### config.mk
export PLATFORM = sky130hd
export DESIGN_NAME = loop_counter_flat
export DESIGN_NICKNAME = d
export VERILOG_FILES = /design/src/rtl/loop_counter_if.sv /design/src/rtl/loop_counter.sv /design/src/flat_wrapper.sv
export SDC_FILE = /design/constraint.sdc
export NUM_CORES = 1
export LEC_CHECK = 0
export CAP_MARGIN = 0
export CORE_UTILIZATION = 35
export DETAILED_ROUTE_END_ITERATION = 8
export GPL_TIMING_DRIVEN = 1
export PLACE_DENSITY = 0.77
export REMOVE_ABC_BUFFERS = 1
export SLEW_MARGIN = 20
export SYNTH_ARGS = -nofsm -noshare
export SYNTH_HDL_FRONTEND = slang
export SYNTH_SLANG_ARGS = --single-unit
### constraint.sdc
create_clock -name clk -period 4.35 [get_ports clk]
set_clock_uncertainty 0.05 [all_clocks]
set_input_delay 0.87 -clock clk [delete_from_list [all_inputs] [get_ports clk]]
set_output_delay 0.87 -clock clk [all_outputs]
set_load 0.01 [all_outputs]
### src/rtl/loop_counter_if.sv
// Handshake and status bundle for loop_counter: start/count/hold/abort requests,
// ready/busy/value/tick/done/nCryOut status.
interface loop_counter_if #(
  parameter int WIDTH = 12
);
  logic             start;
  logic [WIDTH-1:0] count;
  logic             hold;
  logic             abort;
  logic             ready;
  logic             busy;
  logic [WIDTH-1:0] value;
  logic             tick;
  logic             done;
  logic             nCryOut;

  modport master (
    output start, count, hold, abort,
    input  ready, busy, value, tick, done, nCryOut
  );

  modport slave (
    input  start, count, hold, abort,
    output ready, busy, value, tick, done, nCryOut
  );
endinterface

### src/rtl/loop_counter.sv
// Loadable down-counter built from cascaded 4-bit slices with tick/done pulses.
// Optional feature: define LOOP_COUNTER_RELOAD_EN to auto-reload count at terminal.
module loop_counter #(
  parameter int WIDTH = 12
) (
  input  logic          clk,
  input  logic          nReset,
  loop_counter_if.slave bus
);

  localparam int SLICES = WIDTH / 4;

  typedef enum logic {
    IDLE = 1'b0,
    RUN  = 1'b1
  } state_t;

  state_t           r_state;
  state_t           w_state_nx;
  logic [WIDTH-1:0] r_value;
  logic [WIDTH-1:0] w_value_nx;
  logic             r_tick;
  logic             w_tick_nx;
  logic             r_done;
  logic             w_done_nx;

  logic [WIDTH-1:0] w_dec;
  logic [SLICES:0]  w_borrow;
  logic             w_zero;

`ifdef LOOP_COUNTER_RELOAD_EN
  logic [WIDTH-1:0] r_reload;
  logic [WIDTH-1:0] w_reload_nx;
`endif

  // Borrow into slice g is the AND of all lower slices being zero, so the whole
  // decrement resolves in one cycle; the final borrow doubles as the zero flag.
  assign w_borrow[0] = 1'b1;
  for (genvar g = 0; g < SLICES; g++) begin : g_slice
    assign w_dec[4*g +: 4]  = r_value[4*g +: 4] - {3'b000, w_borrow[g]};
    assign w_borrow[g+1]    = w_borrow[g] & (r_value[4*g +: 4] == 4'h0);
  end
  assign w_zero = w_borrow[SLICES];

  always_comb begin
    w_state_nx = r_state;
    w_value_nx = r_value;
    w_tick_nx  = 1'b0;
    w_done_nx  = 1'b0;
`ifdef LOOP_COUNTER_RELOAD_EN
    w_reload_nx = r_reload;
`endif
    case (r_state)
      IDLE: begin
        if (bus.start) begin
          w_state_nx = RUN;
          w_value_nx = bus.count;
`ifdef LOOP_COUNTER_RELOAD_EN
          w_reload_nx = bus.count;
`endif
        end
      end
      RUN: begin
        if (bus.abort) begin
          w_state_nx = IDLE;
        end else if (!bus.hold) begin
          if (!w_zero) begin
            w_value_nx = w_dec;
            w_tick_nx  = 1'b1;
          end else begin
            w_done_nx = 1'b1;
`ifdef LOOP_COUNTER_RELOAD_EN
            w_value_nx = r_reload;
`else
            w_state_nx = IDLE;
`endif
          end
        end
      end
      default: w_state_nx = IDLE;
    endcase
  end

  always_ff @(posedge clk or negedge nReset) begin
    if (!nReset) begin
      r_state <= IDLE;
      r_value <= '0;
      r_tick  <= 1'b0;
      r_done  <= 1'b0;
    end else begin
      r_state <= w_state_nx;
      r_value <= w_value_nx;
      r_tick  <= w_tick_nx;
      r_done  <= w_done_nx;
    end
  end

`ifdef LOOP_COUNTER_RELOAD_EN
  always_ff @(posedge clk or negedge nReset) begin
    if (!nReset) begin
      r_reload <= '0;
    end else begin
      r_reload <= w_reload_nx;
    end
  end
`endif

  assign bus.ready   = (r_state == IDLE);
  assign bus.busy    = (r_state == RUN);
  assign bus.value   = r_value;
  assign bus.tick    = r_tick;
  assign bus.done    = r_done;
  assign bus.nCryOut = ~((r_state == RUN) & w_zero);

endmodule

### src/flat_wrapper.sv
// flat-port wrapper written by rule: the top's interface ports become plain ports
module loop_counter_flat 
#(
  parameter int WIDTH = 12
)
  (clk, nReset, bus_start, bus_count, bus_hold, bus_abort, bus_ready, bus_busy, bus_value, bus_tick, bus_done, bus_nCryOut);
  loop_counter_if #(.WIDTH(WIDTH)) bus_i ();
  input  logic clk;
  input  logic nReset;
  input wire logic [$bits(bus_i.start)-1:0] bus_start;
  input wire logic [$bits(bus_i.count)-1:0] bus_count;
  input wire logic [$bits(bus_i.hold)-1:0] bus_hold;
  input wire logic [$bits(bus_i.abort)-1:0] bus_abort;
  output wire logic [$bits(bus_i.ready)-1:0] bus_ready;
  output wire logic [$bits(bus_i.busy)-1:0] bus_busy;
  output wire logic [$bits(bus_i.value)-1:0] bus_value;
  output wire logic [$bits(bus_i.tick)-1:0] bus_tick;
  output wire logic [$bits(bus_i.done)-1:0] bus_done;
  output wire logic [$bits(bus_i.nCryOut)-1:0] bus_nCryOut;
  assign bus_i.start = bus_start;
  assign bus_i.count = bus_count;
  assign bus_i.hold = bus_hold;
  assign bus_i.abort = bus_abort;
  assign bus_ready = bus_i.ready;
  assign bus_busy = bus_i.busy;
  assign bus_value = bus_i.value;
  assign bus_tick = bus_i.tick;
  assign bus_done = bus_i.done;
  assign bus_nCryOut = bus_i.nCryOut;
  loop_counter #(.WIDTH(WIDTH)) u_core (.clk(clk), .nReset(nReset), .bus(bus_i));
endmodule
* After elaboration in Yosys (flattened, before gate mapping)
Cells that the tools add are included.
** Cells by class
- Add/sub/neg operators :: 3
- Equality and inequality tests :: 4
- Mux-type cells :: 17
- Bitwise operators :: 5
- Reductions and logical operators :: 4
** Operator list (number)
- $mux W12 :: 4
- $pmux W12 S2 :: 1
- $logic_not A4 Y1 :: 3
- $mux W1 :: 11
- $ne A2 B2 Y1 const B :: 4
- $sub A4 B1 Y4 :: 2
- $reduce_and A4 Y1 :: 1
- $sub A4 B1 Y4 const B :: 1
- $and A1 B1 Y1 :: 3
- $not A1 Y1 :: 2
- $pmux W1 S2 :: 1
** Storage, ports and cells
- Register bits :: 15
- Input port bits :: 17
- Output and inout bits :: 17
- Word-level logic and storage cells :: 37

* Longest topological paths before layout
- Depth in word-level cells :: 7
- Depth in mapped cells :: 9
- Depth with buffers taken out :: 9

* Least setup slack after synthesis
No wires, ideal clock.
- Kind :: register to output
- From :: reg u_core.r_value[0] (netlist: u_core.bus.value[0])
- To :: out bus_nCryOut
- Data arrival time :: 1295 ps
- Required time :: 3430 ps
- Slack :: 2135 ps
- Stages on the path, launching flop included :: 6
- Path buffers :: 0
- Cell sequence :: dfrtp_1 -> inv_1 -> ha_1 -> nor3b_1 -> and2_1 -> nand3_1
** Between the ends
- Word-level cells in the longest chain between the ends :: 5
** RTL lines
- start: declaration :: RTL line loop_counter.sv:20 : logic [WIDTH-1:0] r_value;
- start signal: assignment :: RTL line loop_counter.sv:92 : r_value <= w_value_nx;
- $logic_not A4 Y1 :: RTL line loop_counter.sv:41 : assign w_borrow[g+1] = w_borrow[g] & (r_value[4*g +: 4] == 4'h0);
- $and A1 B1 Y1 (2 in series) :: RTL line loop_counter.sv:41
- $and A1 B1 Y1 :: RTL line loop_counter.sv:113 : assign bus.nCryOut = ~((r_state == RUN) & w_zero);
- $not A1 Y1 :: RTL line loop_counter.sv:113
- end: declaration :: RTL line flat_wrapper.sv:19 : output wire logic [$bits(bus_i.nCryOut)-1:0] bus_nCryOut;
Every way passes these cells.

* Worst setup path after layout
- From :: reg u_core.r_value[1] (netlist: u_core.bus.value[1])
- To :: out bus_nCryOut
Same word-level chain as after synthesis.

==> flow_summary.json <==
{
  "status": "complete, no violations",
  "finalSetupViolCount": 0,
  "total_power_uw": 487,
  "viasPerCell": 5.54,
  "finalCritPeriodShare_pct": 72.1,
  "whs_ns": 0.526,
  "layout-drive-gt1-share_pct": 7.03,
  "dpl.hpwl_um": 1740,
  "synth_edf_count": 0,
  "syn_avg_cell_area_um2": 9.37,
  "arrival_ns": 2.21,
  "grt-ovfl-total": 0,
  "crit_path_start_kind": "register",
  "dr.pass1.iters": 4,
  "power_density_nw_per_um2": 387,
  "min_path_type": "reg2reg",
  "dpl_cell_area_um2": 1230,
  "initial_core_util_pct": 38.3,
  "post-cts-setup-buffers": 0,
  "ctsHtreeMaxLevel": 1,
  "grt_max_degree": 16,
  "route.detailed.drc": 0,
  "p_leak_uw": 0.000542,
  "cts_buffer_depth": 2,
  "r2r_slack_ns": 1.92,
  "worstPathMaxFanout": 5,
  "maxSlewViolCount": 0,
  "synth_area_um2": 881,
  "synth.area.top_cells": "dfrtp_1 (43%), ha_1 (7.1%), nand2_1 (3.8%)",
  "worst_setup_path_end_kind": "output pin",
  "fillers": 213,
  "fin_area_um2": 1260,
  "rows": 17,
  "clk_latency_ns": 0.28,
  "finalSetupTns_ns": 0,
  "die_w_um": 52.2,
  "syn_to_final_growth_pct": 42.9,
  "io_pins": 34,
  "wl_per_cell_um": 14.9,
  "syn_inst": 94,
  "r2r_end": "u_core.bus.value[4]",
  "multi_input_area_um2": 460,
  "cts_tree": "yes",
  "setup_ws_ns": 1.22,
  "maxCapViolations": 0,
  "vias": 865,
  "n_antenna_cell": 0,
  "clk_pin_slew_ns": 0.10,
  "cp.required_ns": 3.43,
  "hold-path-endpoint": "u_core.bus.value[2]",
  "cts_made_buffers": 3,
  "worstHoldPathCells": 1,
  "synthArstFlopShare_pct": 100,
  "first_iter_violations": 8,
  "synth_ff_type": "dfrtp_1",
  "grt_pass1_vias": 846,
  "antenna_found_initial": 0,
  "synth_top_area_cell": "dfrtp_1",
  "clock-root-buffer": "clkbuf_4",
  "fmax_mhz": 319,
  "worst_slew_pin_slew_ns": 0.965,
  "preCtsSetupSlack_ns": 1.28,
  "place_congestion": 0.813,
  "die_h_um": 52.2,
  "core_area_um2": 2300,
  "routed_wl_um": 2320,
  "rsz0062_at_grt": "false",
  "reg2reg_from": "u_core.bus.value[1]",
  "cts_hold_buf": 0,
  "ant_nets": 0,
  "crit_type": "reg2out",
  "hp-start": "u_core.bus.value[2]",
  "ff2ff_path_depth": 6,
  "seq_area_frac_synth_pct": 42.6,
  "clock_sinks": 15,
  "placement.io_buffers": 33,
  "synth-seq-cells": 15,
  "grt_pass1_wl_um": 3970,
  "cts_resized": 0,
  "slew_headroom_pct": 35.4,
  "yosys.area.top_type_share_pct": 42.6,
  "synth.distinct_cells": 34,
  "dieArea_um2": 2720,
  "seq_area_um2": 375,
  "synth_warnings": 0,
  "fin_nets": 151,
  "peakVddDrop_mv": 0.213,
  "finalCriticalPeriod_ns": 3.13,
  "grt_use_total_pct": 20.3,
  "hold_violations": 0
}
[placed cells by master (no fill, tap or decap), types with 2 or more instances in the layout]
cell type	netlist	layout
nor4_1	3	3
nor3b_1	2	2
nand4_1	3	3
o221a_2	3	3
mux2i_1	2	2
clkbuf_4	0	3
nor2_1	7	7
o22ai_1	2	2
ha_1	5	5
nand2_1	9	9
dfrtp_1	15	15
a22oi_1	2	2
o21ai_0	2	2
clkdlybuf4s50_1	0	33
nand3_1	3	3
a21oi_1	5	5
nor2b_1	4	4
inv_1	8	8
[cell usage after synthesis (2+ instances only)]
library cell	number
dfrtp_1	15
nand2_1	9
inv_1	8
nor2_1	7
a21oi_1	5
ha_1	5
nor2b_1	4
nand3_1	3
nand4_1	3
nor4_1	3
o221a_2	3
a22oi_1	2
clkbuf_1	2
mux2i_1	2
nor3b_1	2
o21ai_0	2
o22ai_1	2
[final cells by class]
| class | count | area share (%) |
|---|---|---|
| clock inverter | 1 | 0.398 |
| sequential | 15 | 29.8 |
| clock buffer | 3 | 1.79 |
| timing repair buffer | 33 | 26.2 |
| multi-input combinational | 68 | 36.6 |
| inverter | 8 | 2.39 |
| tap | 28 | 2.78 |
[worst max-delay path, cell delays in order (launching register included)]
cell             delay (ns)
dfrtp_1                0.43
inv_1                  0.08
ha_1                   0.18
nor3b_1                0.42
and2_1                 0.23
nand3_1                0.08
clkdlybuf4s50_1        0.50
[through the flow]
stage	instances	utilization (%)
2_1_floorplan	91	-
3_3_place_gp	152	53.6
3_5_place_dp	152	53.6
4_1_cts	156	54.8
5_1_grt	156	54.8
6_report	156	54.8
[power by group]
| part | total [uW] | leakage, uW | switching (uW) | internal, uW |
|---|---|---|---|---|
| Clock | 80.9 | 0.0000177 | 46.8 | 34.1 |
| Sequential | 214 | 0.000180 | 44.3 | 170 |
| Combinational | 192 | 0.000345 | 82.0 | 110 |
| Total | 487 | 0.000542 | 173 | 314 |
[sequential cells by signal (all words and copies together) (netlist names)]
register and count:
u_core.bus.done 1, u_core.bus.busy 1, u_core.bus.value 12, u_core.bus.tick 1
[worst max path at each step]
stage	start	endpoint	slack (ns)	cells past startpoint
floorplan	bus_hold	u_core.bus.value[5]	2.03	4
global placement	bus_hold	u_core.bus.value[5]	1.40	5
detailed placement	bus_hold	u_core.bus.value[9]	1.28	5
CTS	u_core.bus.value[1]	bus_nCryOut	1.23	6
global route	u_core.bus.value[1]	bus_nCryOut	1.02	6
finish	u_core.bus.value[1]	bus_nCryOut	1.22	6
[logic make-up (layout without fill, tap and decap cells)]
kind of cell    Yosys count  count (layout)  synth area share, %
mux                       2               2                 2.27
fa+ha+maj                 5               5                 7.10
flops                    15              15                 42.6
simple gates             37              37                 21.9
xor+xnor                  2               2                 1.99
compound gates           22              22                 19.0
buf+inv                  11              45                 5.11
[per-layer routing]
| metal | track usage, % | vias up | wire length [um] |
|---|---|---|---|
| met1 | 26.5 | 411 | 1030 |
| li1 | - | 412 | - |
| met2 | 32.3 | 38 | 1100 |
| met5 | 0 | - | 0 |
| met3 | 4.09 | 4 | 158 |
| met4 | 8.77 | 0 | 31 |
(Power assumes the default switching activity.)
